**src/rtl/m_axi_reg_pkg.sv**
```systemverilog
// Shared types and constants for the single-beat AXI register master.
package m_axi_reg_pkg;

   localparam int unsigned TMR_W         = 16;
   localparam logic [1:0]  AXI_RESP_OKAY = 2'b00;

   typedef enum logic [2:0] {
      S_IDLE,
      S_WR_REQ,
      S_WR_RESP,
      S_RD_REQ,
      S_RD_DATA,
      S_RSP
   } state_e;

   typedef enum logic [1:0] {
      RSP_OK      = 2'b00,
      RSP_BUSERR  = 2'b01,
      RSP_IDERR   = 2'b10,
      RSP_TIMEOUT = 2'b11
   } status_e;

   typedef struct packed {
      logic        we;
      logic [31:0] addr;
      logic [31:0] wdata;
      logic [3:0]  wstrb;
   } cmd_t;

endpackage

```
**src/rtl/m_axi_reg_if.sv**
```systemverilog
// AXI channel bundle between the register master and the register slave.
interface m_axi_reg_if;

   logic [3:0]  awid;
   logic [31:0] awaddr;
   logic        awvalid;
   logic        awready;

   logic [3:0]  wid;
   logic [31:0] wdata;
   logic [3:0]  wstrb;
   logic        wlast;
   logic        wvalid;
   logic        wready;

   logic [3:0]  arid;
   logic [31:0] araddr;
   logic        arvalid;
   logic        arready;

   logic [3:0]  rid;
   logic [31:0] rdata;
   logic [3:0]  rstrb;
   logic        rlast;
   logic        rvalid;
   logic        rready;

   logic [3:0]  bid;
   logic [1:0]  bresp;
   logic        bvalid;
   logic        bready;

   modport master (
      output awid, awaddr, awvalid, input awready,
      output wid, wdata, wstrb, wlast, wvalid, input wready,
      output arid, araddr, arvalid, input arready,
      input  rid, rdata, rstrb, rlast, rvalid, output rready,
      input  bid, bresp, bvalid, output bready
   );

   modport slave (
      input  awid, awaddr, awvalid, output awready,
      input  wid, wdata, wstrb, wlast, wvalid, output wready,
      input  arid, araddr, arvalid, output arready,
      output rid, rdata, rstrb, rlast, rvalid, input rready,
      output bid, bresp, bvalid, input bready
   );

endinterface

```
**src/rtl/axi_wait_timer.sv**
```systemverilog
// Cycle counter bounding the wait for a B or R beat; expires on the last allowed cycle.
module axi_wait_timer
   import m_axi_reg_pkg::*;
(
   input  logic             clk,
   input  logic             areset,
   input  logic             clr_i,
   input  logic             en_i,
   input  logic [TMR_W-1:0] last_i,
   output logic             expire_o
);

   logic [TMR_W-1:0] cnt_q;

   // Count waiting cycles; clear takes priority so each wait starts from zero.
   always_ff @(posedge clk or negedge areset) begin
      if (!areset) begin
         cnt_q <= '0;
      end else if (clr_i) begin
         cnt_q <= '0;
      end else if (en_i) begin
         cnt_q <= cnt_q + 1'b1;
      end
   end

   assign expire_o = en_i && (cnt_q == last_i);

endmodule

```
**src/rtl/m_axi_reg_master.sv**
```systemverilog
// Turns local single-word commands into single-beat AXI reads/writes, one at a time.
module m_axi_reg_master
   import m_axi_reg_pkg::*;
#(
   parameter logic [3:0]  AXI_ID         = 4'h0,
   parameter int unsigned TIMEOUT_CYCLES = 256
) (
   input  logic         clk,
   input  logic         areset,
   input  logic         cmd_valid_i,
   output logic         cmd_ready_o,
   input  logic         cmd_we_i,
   input  logic [31:0]  cmd_addr_i,
   input  logic [31:0]  cmd_wdata_i,
   input  logic [3:0]   cmd_wstrb_i,
   output logic         rsp_valid_o,
   input  logic         rsp_ready_i,
   output logic [31:0]  rsp_rdata_o,
   output logic [1:0]   rsp_status_o,
   output logic         stray_o,
   m_axi_reg_if.master  bus
);

   localparam logic [TMR_W-1:0] TMO_LAST = TMR_W'(TIMEOUT_CYCLES - 1);

   state_e      state_q, state_d;
   cmd_t        cmd_q, cmd_d;
   logic        awvalid_q, awvalid_d;
   logic        wvalid_q, wvalid_d;
   logic        arvalid_q, arvalid_d;
   logic [31:0] rdata_q, rdata_d;
   status_e     status_q, status_d;
   logic        stray_q, stray_d;
   logic        tmr_clr, tmr_en, tmr_expire;
   logic        aw_done, w_done;
   logic        unused_sig;

   // rlast/rstrb carry nothing for single beats; the direction bit is implied by state.
   assign unused_sig = ^{bus.rstrb, bus.rlast, cmd_q.we};

   assign tmr_en = (state_q == S_WR_RESP) || (state_q == S_RD_DATA);

   axi_wait_timer u_timer (
      .clk      (clk),
      .areset   (areset),
      .clr_i    (tmr_clr),
      .en_i     (tmr_en),
      .last_i   (TMO_LAST),
      .expire_o (tmr_expire)
   );

   // A channel counts as done once its valid has dropped or handshakes this cycle.
   assign aw_done = !awvalid_q || bus.awready;
   assign w_done  = !wvalid_q  || bus.wready;

   // State and datapath registers; reset aborts any transaction in flight.
   always_ff @(posedge clk or negedge areset) begin
      if (!areset) begin
         state_q   <= S_IDLE;
         cmd_q     <= '0;
         awvalid_q <= 1'b0;
         wvalid_q  <= 1'b0;
         arvalid_q <= 1'b0;
         rdata_q   <= '0;
         status_q  <= RSP_OK;
         stray_q   <= 1'b0;
      end else begin
         state_q   <= state_d;
         cmd_q     <= cmd_d;
         awvalid_q <= awvalid_d;
         wvalid_q  <= wvalid_d;
         arvalid_q <= arvalid_d;
         rdata_q   <= rdata_d;
         status_q  <= status_d;
         stray_q   <= stray_d;
      end
   end

   // Next-state logic: accept, issue request, wait for beat or timeout, hold response.
   always_comb begin
      state_d   = state_q;
      cmd_d     = cmd_q;
      awvalid_d = awvalid_q;
      wvalid_d  = wvalid_q;
      arvalid_d = arvalid_q;
      rdata_d   = rdata_q;
      status_d  = status_q;
      stray_d   = 1'b0;
      tmr_clr   = 1'b0;
      case (state_q)
         S_IDLE: begin
            stray_d = bus.bvalid || bus.rvalid;
            if (cmd_valid_i) begin
               cmd_d = '{we: cmd_we_i, addr: cmd_addr_i, wdata: cmd_wdata_i, wstrb: cmd_wstrb_i};
               if (cmd_we_i) begin
                  state_d   = S_WR_REQ;
                  awvalid_d = 1'b1;
                  wvalid_d  = 1'b1;
               end else begin
                  state_d   = S_RD_REQ;
                  arvalid_d = 1'b1;
               end
            end
         end
         S_WR_REQ: begin
            if (awvalid_q && bus.awready) awvalid_d = 1'b0;
            if (wvalid_q && bus.wready)   wvalid_d  = 1'b0;
            if (aw_done && w_done) begin
               state_d = S_WR_RESP;
               tmr_clr = 1'b1;
            end
         end
         S_WR_RESP: begin
            if (bus.bvalid) begin
               state_d = S_RSP;
               rdata_d = '0;
               if (bus.bid != AXI_ID)                  status_d = RSP_IDERR;
               else if (bus.bresp != AXI_RESP_OKAY)    status_d = RSP_BUSERR;
               else                                    status_d = RSP_OK;
            end else if (tmr_expire) begin
               state_d  = S_RSP;
               rdata_d  = '0;
               status_d = RSP_TIMEOUT;
            end
         end
         S_RD_REQ: begin
            if (bus.arready) begin
               arvalid_d = 1'b0;
               state_d   = S_RD_DATA;
               tmr_clr   = 1'b1;
            end
         end
         S_RD_DATA: begin
            if (bus.rvalid) begin
               state_d  = S_RSP;
               rdata_d  = bus.rdata;
               status_d = (bus.rid != AXI_ID) ? RSP_IDERR : RSP_OK;
            end else if (tmr_expire) begin
               state_d  = S_RSP;
               rdata_d  = '0;
               status_d = RSP_TIMEOUT;
            end
         end
         S_RSP: begin
            if (rsp_ready_i) state_d = S_IDLE;
         end
         default: state_d = S_IDLE;
      endcase
   end

   assign cmd_ready_o  = (state_q == S_IDLE);
   assign rsp_valid_o  = (state_q == S_RSP);
   assign rsp_rdata_o  = rdata_q;
   assign rsp_status_o = status_q;
   assign stray_o      = stray_q;

   assign bus.awid    = AXI_ID;
   assign bus.awaddr  = cmd_q.addr;
   assign bus.awvalid = awvalid_q;
   assign bus.wid     = AXI_ID;
   assign bus.wdata   = cmd_q.wdata;
   assign bus.wstrb   = cmd_q.wstrb;
   assign bus.wlast   = 1'b1;
   assign bus.wvalid  = wvalid_q;
   assign bus.arid    = AXI_ID;
   assign bus.araddr  = cmd_q.addr;
   assign bus.arvalid = arvalid_q;
   assign bus.bready  = (state_q == S_IDLE) || (state_q == S_WR_RESP);
   assign bus.rready  = (state_q == S_IDLE) || (state_q == S_RD_DATA);

endmodule

```
**src/flat_wrapper.sv**
```systemverilog
// flat-port wrapper written by rule: the top's interface ports become plain ports
module m_axi_reg_master_flat import m_axi_reg_pkg::*;
#(
   parameter logic [3:0]  AXI_ID         = 4'h0,
   parameter int unsigned TIMEOUT_CYCLES = 256
)
  (clk, areset, cmd_valid_i, cmd_ready_o, cmd_we_i, cmd_addr_i, cmd_wdata_i, cmd_wstrb_i, rsp_valid_o, rsp_ready_i, rsp_rdata_o, rsp_status_o, stray_o, bus_awid, bus_awaddr, bus_awvalid, bus_awready, bus_wid, bus_wdata, bus_wstrb, bus_wlast, bus_wvalid, bus_wready, bus_arid, bus_araddr, bus_arvalid, bus_arready, bus_rid, bus_rdata, bus_rstrb, bus_rlast, bus_rvalid, bus_rready, bus_bid, bus_bresp, bus_bvalid, bus_bready);
  m_axi_reg_if bus_i ();
  input  logic clk;
  input  logic areset;
  input  logic cmd_valid_i;
  output logic cmd_ready_o;
  input  logic cmd_we_i;
  input  logic [31:0] cmd_addr_i;
  input  logic [31:0] cmd_wdata_i;
  input  logic [3:0] cmd_wstrb_i;
  output logic rsp_valid_o;
  input  logic rsp_ready_i;
  output logic [31:0] rsp_rdata_o;
  output logic [1:0] rsp_status_o;
  output logic stray_o;
  output wire logic [$bits(bus_i.awid)-1:0] bus_awid;
  output wire logic [$bits(bus_i.awaddr)-1:0] bus_awaddr;
  output wire logic [$bits(bus_i.awvalid)-1:0] bus_awvalid;
  input wire logic [$bits(bus_i.awready)-1:0] bus_awready;
  output wire logic [$bits(bus_i.wid)-1:0] bus_wid;
  output wire logic [$bits(bus_i.wdata)-1:0] bus_wdata;
  output wire logic [$bits(bus_i.wstrb)-1:0] bus_wstrb;
  output wire logic [$bits(bus_i.wlast)-1:0] bus_wlast;
  output wire logic [$bits(bus_i.wvalid)-1:0] bus_wvalid;
  input wire logic [$bits(bus_i.wready)-1:0] bus_wready;
  output wire logic [$bits(bus_i.arid)-1:0] bus_arid;
  output wire logic [$bits(bus_i.araddr)-1:0] bus_araddr;
  output wire logic [$bits(bus_i.arvalid)-1:0] bus_arvalid;
  input wire logic [$bits(bus_i.arready)-1:0] bus_arready;
  input wire logic [$bits(bus_i.rid)-1:0] bus_rid;
  input wire logic [$bits(bus_i.rdata)-1:0] bus_rdata;
  input wire logic [$bits(bus_i.rstrb)-1:0] bus_rstrb;
  input wire logic [$bits(bus_i.rlast)-1:0] bus_rlast;
  input wire logic [$bits(bus_i.rvalid)-1:0] bus_rvalid;
  output wire logic [$bits(bus_i.rready)-1:0] bus_rready;
  input wire logic [$bits(bus_i.bid)-1:0] bus_bid;
  input wire logic [$bits(bus_i.bresp)-1:0] bus_bresp;
  input wire logic [$bits(bus_i.bvalid)-1:0] bus_bvalid;
  output wire logic [$bits(bus_i.bready)-1:0] bus_bready;
  assign bus_awid = bus_i.awid;
  assign bus_awaddr = bus_i.awaddr;
  assign bus_awvalid = bus_i.awvalid;
  assign bus_i.awready = bus_awready;
  assign bus_wid = bus_i.wid;
  assign bus_wdata = bus_i.wdata;
  assign bus_wstrb = bus_i.wstrb;
  assign bus_wlast = bus_i.wlast;
  assign bus_wvalid = bus_i.wvalid;
  assign bus_i.wready = bus_wready;
  assign bus_arid = bus_i.arid;
  assign bus_araddr = bus_i.araddr;
  assign bus_arvalid = bus_i.arvalid;
  assign bus_i.arready = bus_arready;
  assign bus_i.rid = bus_rid;
  assign bus_i.rdata = bus_rdata;
  assign bus_i.rstrb = bus_rstrb;
  assign bus_i.rlast = bus_rlast;
  assign bus_i.rvalid = bus_rvalid;
  assign bus_rready = bus_i.rready;
  assign bus_i.bid = bus_bid;
  assign bus_i.bresp = bus_bresp;
  assign bus_i.bvalid = bus_bvalid;
  assign bus_bready = bus_i.bready;
  m_axi_reg_master #(.AXI_ID(AXI_ID), .TIMEOUT_CYCLES(TIMEOUT_CYCLES)) u_core (.clk(clk), .areset(areset), .cmd_valid_i(cmd_valid_i), .cmd_ready_o(cmd_ready_o), .cmd_we_i(cmd_we_i), .cmd_addr_i(cmd_addr_i), .cmd_wdata_i(cmd_wdata_i), .cmd_wstrb_i(cmd_wstrb_i), .rsp_valid_o(rsp_valid_o), .rsp_ready_i(rsp_ready_i), .rsp_rdata_o(rsp_rdata_o), .rsp_status_o(rsp_status_o), .stray_o(stray_o), .bus(bus_i));
endmodule
```
**config.mk**
```make
export PLATFORM = sky130hd
export DESIGN_NAME = m_axi_reg_master_flat
export DESIGN_NICKNAME = d
export VERILOG_FILES = /design/src/rtl/m_axi_reg_pkg.sv /design/src/rtl/m_axi_reg_if.sv /design/src/rtl/axi_wait_timer.sv /design/src/rtl/m_axi_reg_master.sv /design/src/flat_wrapper.sv
export SDC_FILE = /design/constraint.sdc
export NUM_CORES = 1
export LEC_CHECK = 0
export ABC_AREA = 0
export CORE_AREA = 2 2 120 122
export CTS_BUF_LIST = sky130_fd_sc_hd__clkbuf_16
export CTS_CLUSTER_DIAMETER = 60
export DETAILED_ROUTE_END_ITERATION = 12
export DIE_AREA = 0 0 122 124
export HOLD_SLACK_MARGIN = 0.08
export PLACE_DENSITY = 0.8
export SLEW_MARGIN = 5
export SYNTH_ARGS = -nofsm -noshare
export SYNTH_HDL_FRONTEND = slang
export SYNTH_SLANG_ARGS = --single-unit
export TNS_END_PERCENT = 10
```
**constraint.sdc**
```tcl
create_clock -name clk -period 1.82 [get_ports clk]
set_input_delay 0.364 -clock clk [delete_from_list [all_inputs] [get_ports clk]]
set_output_delay 0.364 -clock clk [all_outputs]
set_load 0.02 [all_outputs]
```
# Yosys cells after proc, flatten, opt, wreduce, memory -nomap -nowiden
# Index checks and enable logic that the tools add are counted.
[op_classes]
addsub = 1
multipliers = 0
div = 0
magnitude_cmp = 0
eq_ne = 14
shifts = 0
muxes = 36
bitwise = 0
n_reduce_logical = 25
[op_table]
columns = ["operator", "n"]
rows = [
  ["$mux 32", 3],
  ["$pmux 32 s2", 1],
  ["$mux 16", 2],
  ["$mux 3", 7],
  ["$pmux 3 s6", 1],
  ["$add 16x1->16 const B", 1],
  ["$eq 16x8->1 const B", 1],
  ["$reduce_and 4->1", 4],
  ["$mux 2", 6],
  ["$mux 1", 11],
  ["$ne 2x1->1 const B", 5],
  ["$reduce_bool 2->1", 5],
  ["$pmux 1 s2", 4],
  ["$reduce_bool 4->1", 2],
  ["$eq 3x2->1 const B", 2],
  ["$eq 3x3->1 const B", 2],
  ["$logic_or 1x1->1", 6],
  ["$ne 2x2->1 const B", 3],
  ["$logic_and 1x1->1", 4],
  ["$pmux 2 s2", 1],
  ["$eq 3x1->1 const B", 1],
  ["$logic_not 3->1", 1],
  ["$logic_not 1->1", 2],
  ["$reduce_and 2->1", 1],
]
[totals]
reg_bits = 125
latchBits = 0
mem_bits_rw = 0
romBits = 0
in_bits = 125
out_inout_bits = 155
word_cells = 87
mem_count = 0

# Logic depth before layout (Yosys ltp)
[depth]
word_depth = 6
ltp_mapped = 7
mapped_depth_nobuf = 5

# Modules after synthesis
# A second synthesis with hierarchy kept.
[unflattened]
cells_unflattened = 448
hier_area_um2 = 5659.2
[by_module_without_submodules]
columns = ["mod", "n_inst", "cells_each", "area_each_um2", "seq_area_each_um2"]
rows = [
  ["m_axi_reg_master", 1, 345, 4664.5, 2727.6],
  ["axi_wait_timer", 1, 103, 994.7, 400.4],
]

# Worst setup path before layout
# Ideal clock, no wire load.
[synth_path]
kind = "register to register"
from = "register u_core.state_q[0]"
to = "register u_core.cmd_q, in the netlist u_core.bus.araddr[0]"
setup_time_ps = 125
arrival_ps = 1950
required_time_ps = 1695
setup_slack_ps = -255
stages_incl_launch_ff = 7
path_buffers = 3
synth_period_minus_slack_ps = 2075
cell_sequence = "dfrtp_1 > buf_2 > nor3_1 > and2_1 > buf_2 > buf_2 > mux2_2"
[synth_via]
elab_chain_cells = 2
[synth_rtl]
columns = ["element", "line", "text"]
rows = [
  ["start: declaration", "m_axi_reg_master.sv:26", "state_e state_q, state_d;"],
  ["start signal: assignment", "m_axi_reg_master.sv:68", "state_q <= state_d;"],
  ["$logic_not 3->1", "--", ""],
  ["named net cmd_ready_o", "flat_wrapper.sv:12", "output logic cmd_ready_o;"],
  ["$reduce_and 2->1 (no source line)", "--", ""],
  ["end signal: assignment", "m_axi_reg_master.sv:69", "cmd_q <= cmd_d;"],
  ["end: declaration", "m_axi_reg_master.sv:27", "cmd_t cmd_q, cmd_d;"],
]
# The timed path passes the listed nets, and every way through them passes these cells.
# A chain may end at the register's enable or synchronous reset.

# Worst setup path after layout
[layout_path]
from = "register u_core.rdata_q[25] (netlist: u_core.rsp_rdata_o[25])"
to = "output port rsp_rdata_o[25]"
[layout_lines]
columns = ["element", "line", "text"]
rows = [
  ["start: declaration", "m_axi_reg_master.sv:31", "logic [31:0] rdata_q, rdata_d;"],
  ["start signal: assignment", "m_axi_reg_master.sv:73", "rdata_q <= rdata_d;"],
  ["end: declaration", "flat_wrapper.sv:19", "output logic [31:0] rsp_rdata_o;"],
]
# No word-level cell between the ends.

==> results.toml <==
[floorplanning]
die_height_um = 124
io_pins = 280
chipWidth_um = 122
start_util_pct = 39.7
rows = 43
dieArea_sq_um = 15100
core_sq_um = 13700

[sta]
finalSetupViolCount = 0
post-route-period-util_pct = 97.3
slew_viol_final = 0
max_freq_mhz = 564
fin_skew_ns = 0.00752
period_needed_ns = 1.77
hold_viol_final = 0

[setup_path]
cp_data_arrival_time_ns = 1.41
criticalPathCategory = "reg -> out"
cp.depth = 1
cp_num_buf_inv = 1
crit_family = "buffers and inverters"
reg2regPathDepth = 5
max_stage_delay_ns = 0.63
critPathRequiredTime_ns = 1.46
timing.rr.start = "u_core.state_q[2]"
path_cells = "clkdlybuf4s50_1"
reg2reg_slack_ns = 0.07
crit_path_start_kind = "flip-flop"
critPathCaptureType = "output port"
r2r_end = "u_core.u_timer.cnt_q[15]"
cp_max_fo = 2
worst_path_max_delay_cell = "clkdlybuf4s50_1"

[detailed_routing]
postRouteAntennaNets = 0
via_per_inst = 4.99
drtIter0Drc = 166
wire_per_inst_um = 16.9
postRouteWirelength_mm = 14.7
drc_errors = 0
vias = 4347
dr.pass1.iters = 4

[cts]
path_clk_slew_ns = 0.06
root_buffer = "clkbuf_16"
numCtsBuffers = 17
htree_levels = 4
insertion_delay_ns = 0.40
tritoncts = "built"
clk_path_buf_depth = 2
clock_sinks = 125

[synth]
ys_ff_latch = 125
ys.flop_type = "dfrtp_1"
yosysWarnings = 0
seq_area_frac_synth_pct = 57.4
synth-edff-count = 0
yosysUniqueCellTypes = 44
syn-instance-count = 422
mappedNetlistArea_sq_um = 5450
synth-async-reset-ratio_pct = 100
syn_area_per_cell_sq_um = 12.9

[place]
numPortBuffers = 261
routabilityCongestion = 0.787
dp_hpwl_mm = 11.1
post_dp_cell_area_sq_um = 8230

[global_route]
first_global_vias = 4497
grt_pass1_wl_mm = 22.7
antenna_found_initial = 0
grt_start_max_net_pins = 47
track_usage_pct = 19.5
grt.overflow.total = 0

[run_status]
status = "completed"

[final_layout]
mostFrequentLayoutCells = "235 x clkdlybuf4s50_1, 123 x dfrtp_1, 69 x mux2_2"
final_common_cell = "clkdlybuf4s50_1"
fin_util_pct = 64.3
fin_nets = 806
area_growth_pct = 61.8
n_antenna_cell = 0
nFillCells = 1019
final_area_sq_um = 8820
drive_above_1_share_pct = 21.4

[power_and_ir_drop]
vdd_drop_max_mv = 0.845
cellLeakagePower_uw = 0.00392
pwr_density_cell_nw_per_um2 = 1750
total_power_uw = 15400

[min_path]
hold_path.class = "in -> async"

[job]
cap_violations = 0
==> cell type report <==
type | instances | area (sq um) | share of cell area [%]
Clock inverter | 14 | 82.6 | 0.936
Inverter | 7 | 26.3 | 0.298
Multi-Input combinational cell | 234 | 1930 | 21.9
Timing Repair Buffer | 295 | 3000 | 34.0
Sequential cell | 125 | 3130 | 35.5
Clock buffer | 17 | 425 | 4.82
Tap cell | 180 | 225 | 2.55
==> synthesized netlist by cell type (all sizes together), types with 5 or more instances <==
library cell    n  area, sq um
buf            64          442
mux2           69          777
nand2           8         30.0
nor3            5         25.0
o21ai           7         35.0
a22o           35          307
nor2           19         71.3
xnor2           8         77.6
dfrtp         125         3130
a21oi          14         70.1
inv             7         26.3
or3             6         37.5
==> sequential cells by signal (all words and copies together) (netlist names) <==
register,count
u_core.bus.araddr,32
u_core.bus.wdata,32
u_core.rsp_rdata_o,32
u_core.u_timer.cnt_q,16
u_core.bus.wstrb,4
u_core.state_q,3
u_core.rsp_status_o,2
u_core.bus.arvalid,1
u_core.bus.awvalid,1
u_core.bus.wvalid,1
u_core.stray_o,1
==> worst max path at each step <==
stage                                       from                  endpoint  slack, ns
final                     u_core.rsp_rdata_o[25]           rsp_rdata_o[25]       0.05
after global routing           u_core.state_q[2]  u_core.u_timer.cnt_q[15]      -0.02
after CTS                      u_core.state_q[1]               rsp_valid_o      -0.01
after detailed placement              bus_bid[0]    u_core.rsp_status_o[0]      -0.31
after global placement                bus_bid[0]    u_core.rsp_status_o[0]      -0.31
after floorplan                u_core.state_q[0]      u_core.bus.araddr[0]       0.07
==> stage by stage <==
stage | setup WS (ns) | instances | hold WS, ns | TNS (ns)
floorplan | 0.0716 | 433 | 0.0684 | 0
global placement | -0.306 | 839 | 0.344 | -2.24
detailed placement | -0.312 | 839 | 0.347 | -3.42
CTS | -0.0138 | 871 | 0.445 | -0.0138
global route | -0.0204 | 872 | 0.485 | -0.0280
finish | 0.0482 | 872 | 0.452 | 0
==> where the power goes <==
group	total, uW	switching (uW)	internal, uW
logic	7880	3720	4160
clock network	2880	1180	1700
registers	4630	746	3890
total	15400	5650	9750
==> cells by family after synthesis <==
| logic type | after synthesis | share of synthesized area (%) |
|---|---|---|
| compound gates | 68 | 9.53 |
| other cells | 2 | 0.138 |
| buf+inv | 74 | 8.79 |
| mux | 69 | 14.3 |
| fa+ha+maj | 1 | 0.230 |
| xor+xnor | 10 | 2.09 |
| flops | 125 | 57.4 |
| simple gates | 73 | 7.58 |
==> worst reg2reg max path, stage by stage (launching register included) <==
cell and delay [ns]:
dfrtp_2 0.48, buf_4 0.18, xor2_4 0.22, nand3_4 0.14, or4_1 0.48, a21oi_1 0.17
==> per-layer routing <==
metal | wire length, um | global-route usage (%) | vias up
met4 | 155 | 7.04 | 0
met5 | 0 | 0 | -
met3 | 1230 | 6.00 | 13
met2 | 7760 | 34.7 | 217
li1 | - | - | 1977
met1 | 5580 | 22.1 | 2140
==> what timing repair did <==
item,in CTS,in global routing
pin swaps,0,2
gates resized for setup,16,29
endpoints found under the setup margin,7,63
buffers inserted,0,1
hold endpoints to repair,28,0
hold buffers,1,0
No activity file was read; power rests on OpenSTA's default activity.
